### src/rtl/ram_arbiter.sv
// Two-client round-robin arbiter that serialises read/write transactions
// onto a single-port RAM and returns read data through a req/ack handshake.
module ram_arbiter #(
  parameter int AW     = 4,
  parameter int DW     = 4,
  parameter int RD_LAT = 1
) (
  input  logic          clk,
  input  logic          rst,
  input  logic          req0,
  input  logic          req1,
  input  logic          we0,
  input  logic          we1,
  input  logic [AW-1:0] addr0,
  input  logic [AW-1:0] addr1,
  input  logic [DW-1:0] wdata0,
  input  logic [DW-1:0] wdata1,
  output logic          gnt0,
  output logic          gnt1,
  output logic          ack0,
  output logic          ack1,
  output logic [DW-1:0] rdata,
  output logic          busy,
  output logic          ram_rd_wr,
  output logic [AW-1:0] ram_address,
  output logic [DW-1:0] ram_ip,
  input  logic [DW-1:0] ram_op
);

  localparam logic [1:0] IDLE   = 2'd0;
  localparam logic [1:0] ACCESS = 2'd1;
  localparam logic [1:0] WAIT   = 2'd2;
  localparam logic [1:0] DONE   = 2'd3;

  localparam logic [1:0] WAIT_INIT = 2'(RD_LAT - 1);

  logic [1:0]    state_q, state_d;
  logic [1:0]    cnt_q, cnt_d;
  logic          owner_q, owner_d;
  logic          last_owner_q, last_owner_d;
  logic          we_q, we_d;
  logic [AW-1:0] addr_q, addr_d;
  logic [DW-1:0] wdata_q, wdata_d;
  logic [DW-1:0] rdata_q, rdata_d;

  logic in_access;
  logic on_bus;

  always_comb begin
    state_d      = state_q;
    cnt_d        = cnt_q;
    owner_d      = owner_q;
    last_owner_d = last_owner_q;
    we_d         = we_q;
    addr_d       = addr_q;
    wdata_d      = wdata_q;
    rdata_d      = rdata_q;
    case (state_q)
      IDLE: begin
        if (req0 || req1) begin
          // On a tie the client that was not served last wins; otherwise the sole requester.
          owner_d      = (req0 && req1) ? ~last_owner_q : req1;
          last_owner_d = owner_d;
          we_d         = owner_d ? we1    : we0;
          addr_d       = owner_d ? addr1  : addr0;
          wdata_d      = owner_d ? wdata1 : wdata0;
          state_d      = ACCESS;
        end
      end
      ACCESS: begin
        if (we_q) begin
          state_d = DONE;
        end else begin
          state_d = WAIT;
          cnt_d   = WAIT_INIT;
        end
      end
      WAIT: begin
        if (cnt_q != 2'd0) begin
          cnt_d = cnt_q - 2'd1;
        end else begin
          rdata_d = ram_op;
          state_d = DONE;
        end
      end
      default: begin
        state_d = IDLE;
      end
    endcase
  end

  always_ff @(posedge clk) begin
    if (rst) begin
      state_q      <= IDLE;
      cnt_q        <= 2'd0;
      owner_q      <= 1'b0;
      last_owner_q <= 1'b1;
      we_q         <= 1'b0;
      addr_q       <= '0;
      wdata_q      <= '0;
      rdata_q      <= '0;
    end else begin
      state_q      <= state_d;
      cnt_q        <= cnt_d;
      owner_q      <= owner_d;
      last_owner_q <= last_owner_d;
      we_q         <= we_d;
      addr_q       <= addr_d;
      wdata_q      <= wdata_d;
      rdata_q      <= rdata_d;
    end
  end

  // Outputs decode registered state only, so req* never reaches the RAM combinationally.
  always_comb begin
    in_access   = (state_q == ACCESS);
    on_bus      = (state_q == ACCESS) || (state_q == WAIT);
    gnt0        = in_access && !owner_q;
    gnt1        = in_access && owner_q;
    ack0        = (state_q == DONE) && !owner_q;
    ack1        = (state_q == DONE) && owner_q;
    busy        = (state_q != IDLE);
    ram_rd_wr   = !(in_access && we_q);
    ram_address = on_bus ? addr_q : '0;
    ram_ip      = on_bus ? wdata_q : '0;
    rdata       = rdata_q;
  end

endmodule
### config.mk
export PLATFORM = sky130hd
export DESIGN_NAME = ram_arbiter
export DESIGN_NICKNAME = d
export VERILOG_FILES = /design/src/rtl/ram_arbiter.sv
export SDC_FILE = /design/constraint.sdc
export NUM_CORES = 1
export LEC_CHECK = 0
export ABC_AREA = 0
export CAP_MARGIN = 20
export CORE_ASPECT_RATIO = 1.25
export CORE_MARGIN = 2
export CORE_UTILIZATION = 41
export DETAILED_ROUTE_END_ITERATION = 7
export MAX_ROUTING_LAYER = met4
export PLACE_DENSITY = 0.85
export SLEW_MARGIN = 20
export SYNTH_ARGS = -nofsm -noshare
export SYNTH_HDL_FRONTEND = slang
export SYNTH_SLANG_ARGS = --single-unit
### constraint.sdc
create_clock -name clk -period 1.9 [get_ports clk]
set_clock_uncertainty 0.15 [all_clocks]
set_input_delay 0.38 -clock clk [delete_from_list [all_inputs] [get_ports clk]]
set_output_delay 0.38 -clock clk [all_outputs]
set_load 0.01 [all_outputs]
==> impl_results.md <==
- Status: complete, but fails checks
- Failing checks: setup timing
- # diodes: 0
- Cells after synthesis: 125
- Post-synth ARST share: 0%
- Vias post-DR: 1096
- Clock buffer depth: 2
- Pin slew with the least headroom to its limit: 0.4257 ns
- DRT antenna net count: 0
- Clock Sinks: 19
- Avg WL per Cell: 13.94 µm
- H-tree depth: 1
- Multi-input gate area: 618.1 µm²
- Drt first pass iters: 4
- RSZ-0062 raised after global routing: yes
- Startpoint types: register
- Max IR drop VDD: 643.1 µV
- Worst min-delay path class: reg -> reg
- First-pass GRT wire length: 4.581 mm
- Synth Net Count: 156
- Largest net degree at the start of global routing: 22
- Root Buffer: clkbuf_4
- Num ports: 44
- Period utilization: 100.6%
- Reg-to-reg startpoint: state_q[0]$_SDFFE_PP0P_
- Clock latency on the worst-skew pair: 0.30 ns
- Grt total ovfl: 0
- Core area: 2402 µm²
- Seq cells post-synth: 19
- R2r setup slk: 0.10 ns
- Hold Crit Depth: 2
- Routed wire length: 2.941 mm
- Number of DRC markers in iteration 0: 24
- Layout area overhead: 58.56%
- Vias in the first global route: 1073
- Final worst slack: -0.01105 ns
- Hold Crit Start: rdata[0]$_SDFFE_PP0P_
- FMAX: 0.5233 GHz
- Placer Congestion: 0.7103
- Detailed placer's ending HPWL: 2.099 mm
- Setup TNS: -0.01714 ns
- All-layer global routing usage: 21.30%
- Buffers on Ports: 43
- Worst R2R Path Depth: 6
- Die X: 48.69 µm
- # fillers: 212
- Sequential-to-total area share from yosys stat: 37.16%
- R2R Path End: state_q[0]$_SDFFE_PP0P_
- Vias per inst: 5.194
- Yosys warnings: 0
- Synth cell types: 30
- Final setup fails: 3
- Final Hold Vio Count: 0
- EDFF count, synth: 0
- # DRC: 0
- Fin. max-slew vios: 0
- Initial core utilization: 42.60%
- Cts hold-fix bufs: 0
- Register Area: 382.9 µm²
- Number of cells in the design after placement: 205
- Core Util, Final: 67.55%
- Leakage: 0.6557 nW
- Fin crit period: 1.911 ns
- DIE HEIGHT: 59.86 µm
- Pwr/cell area: 1159 nW/µm²
- Die area: 2915 µm²
- CP endpoint kind: output port
- Crit Path Max Fanout: 4
- Crit path kind: reg -> out
- Max-cap check violation count: 0
- Fin nets: 210
- Num CTS Buffers: 3
- Dpl ws: -0.1516 ns
- CTS tree: yes
- Syn avg cell area: 8.188 µm²
- Clk slew on worst S/H paths: 0.11 ns
- Worst hold slack: 0.3119 ns
- Mapped Area: 1023 µm²
- WP data required: 1.37 ns
- Row count: 20
- Relative slew slack: 70.89%
- Layout cells sized above 1: 25.84%
- Non-Filler Instances: 211
- Initial antenna violation count: 0
- WP data arrival: 1.38 ns
- Post-synth top flop: dfxtp_1
- Hold Path Sink: rdata[0]$_SDFFE_PP0P_
[power breakdown]
group | leakage [nW] | switching, mW | internal [mW]
registers | 0.157 | 0.0685 | 0.508
logic | 0.484 | 0.502 | 0.589
clock network | 0.0150 | 0.130 | 0.0817
[stage by stage]
stage	total power, mW	instance area [µm²]
6_report	1.880	1623
5_1_grt	1.992	1623
4_1_cts	1.747	1595
3_5_place_dp	1.532	1565
3_3_place_gp	1.497	1565
2_1_floorplan	1.092	1023
[kinds of logic after synthesis]
logic type               share of synthesized area, %
adder cells (fa/ha/maj)                         6.112
AO/OA/AOI/OAI                                   23.72
AND/OR/NAND/NOR                                 25.92
buffers and inverters                           7.090
flip-flops                                      37.16
[layer usage]
metal | global-route usage [%] | vias to the layer above | wire length, µm
met1 | 20.40 | 499 | 1127
met4 | 8.571 | 0 | 37
met5 | - | - | 0
met2 | 42.07 | 52 | 1608
met3 | 4.000 | 4 | 167
li1 | - | 541 | -
[worst max-delay path: stages, from the launching register on]
cell	delay (ns)
dfxtp_2	0.37
inv_2	0.06
ha_4	0.26
buf_6	0.13
and2_4	0.15
buf_6	0.11
[sequential cells by signal, indices dropped and copies added, names as in the netlist]
| name | cells |
|---|---|
| addr_q | 4 |
| cnt_q | 2 |
| last_owner_q | 1 |
| owner_q | 1 |
| rdata | 4 |
| state_q | 2 |
| wdata_q | 4 |
| we_q | 1 |
[cell type report]
cell class,count,share of cell area (%)
Clock buffer,4,1.619
Sequential cell,19,23.59
Timing Repair Buffer,56,32.77
Inverter,6,1.388
Multi-Input combinational cell,93,38.09
Tap cell,33,2.544
[timing repair]
action	4_1_cts	5_1_grt
resized for setup	52	19
gates cloned	0	0
buffers inserted	0	2
endpoints found under the setup margin	14	7
pin swaps	1	1
[synthesized netlist by cell type, types with 2 or more instances]
cell type  instances  area share (%)
nand2_1           24             8.8
dfxtp_1           19              37
nor2_1            11             4.0
and2_1            10             6.1
a311oi_1           8             6.8
a21oi_1            6             2.9
inv_1              6             2.2
ha_1               5             6.1
buf_2              4             2.0
nand3_1            4             2.0
nor2b_1            4             2.4
o21a_1             3             2.2
a22oi_1            2             1.5
o21ai_0            2            0.98
o32ai_1            2             1.7
[cells in the final DEF (no fill, tap or decap), drive strengths merged, types with 2 or more instances in the layout]
cell type,n
a311oi,9
and2,10
ha,5
nand3,4
dfxtp,19
nand2,24
nor2,12
nor2b,4
o21a,3
buf,23
inv,6
o32ai,2
clkbuf,6
clkdlybuf4s50,29
a22oi,2
o21ai,2
a21oi,6
[how the worst max path moves through the flow]
| stage | endpoint | from | cells past startpoint |
|---|---|---|---|
| global placement | ram_ip[2] | state_q[0]$_SDFFE_PP0P_ | 4 |
| CTS | ram_ip[2] | state_q[0]$_SDFFE_PP0P_ | 4 |
| detailed placement | ram_ip[2] | state_q[1]$_SDFFE_PP0P_ | 4 |
| floorplan | state_q[0]$_SDFFE_PP0P_ | state_q[0]$_SDFFE_PP0P_ | 5 |
| finish | ram_address[3] | state_q[0]$_SDFFE_PP0P_ | 5 |
| global route | ram_ip[1] | state_q[0]$_SDFFE_PP0P_ | 5 |
Note: power is estimated with default switching activity, not from simulation.
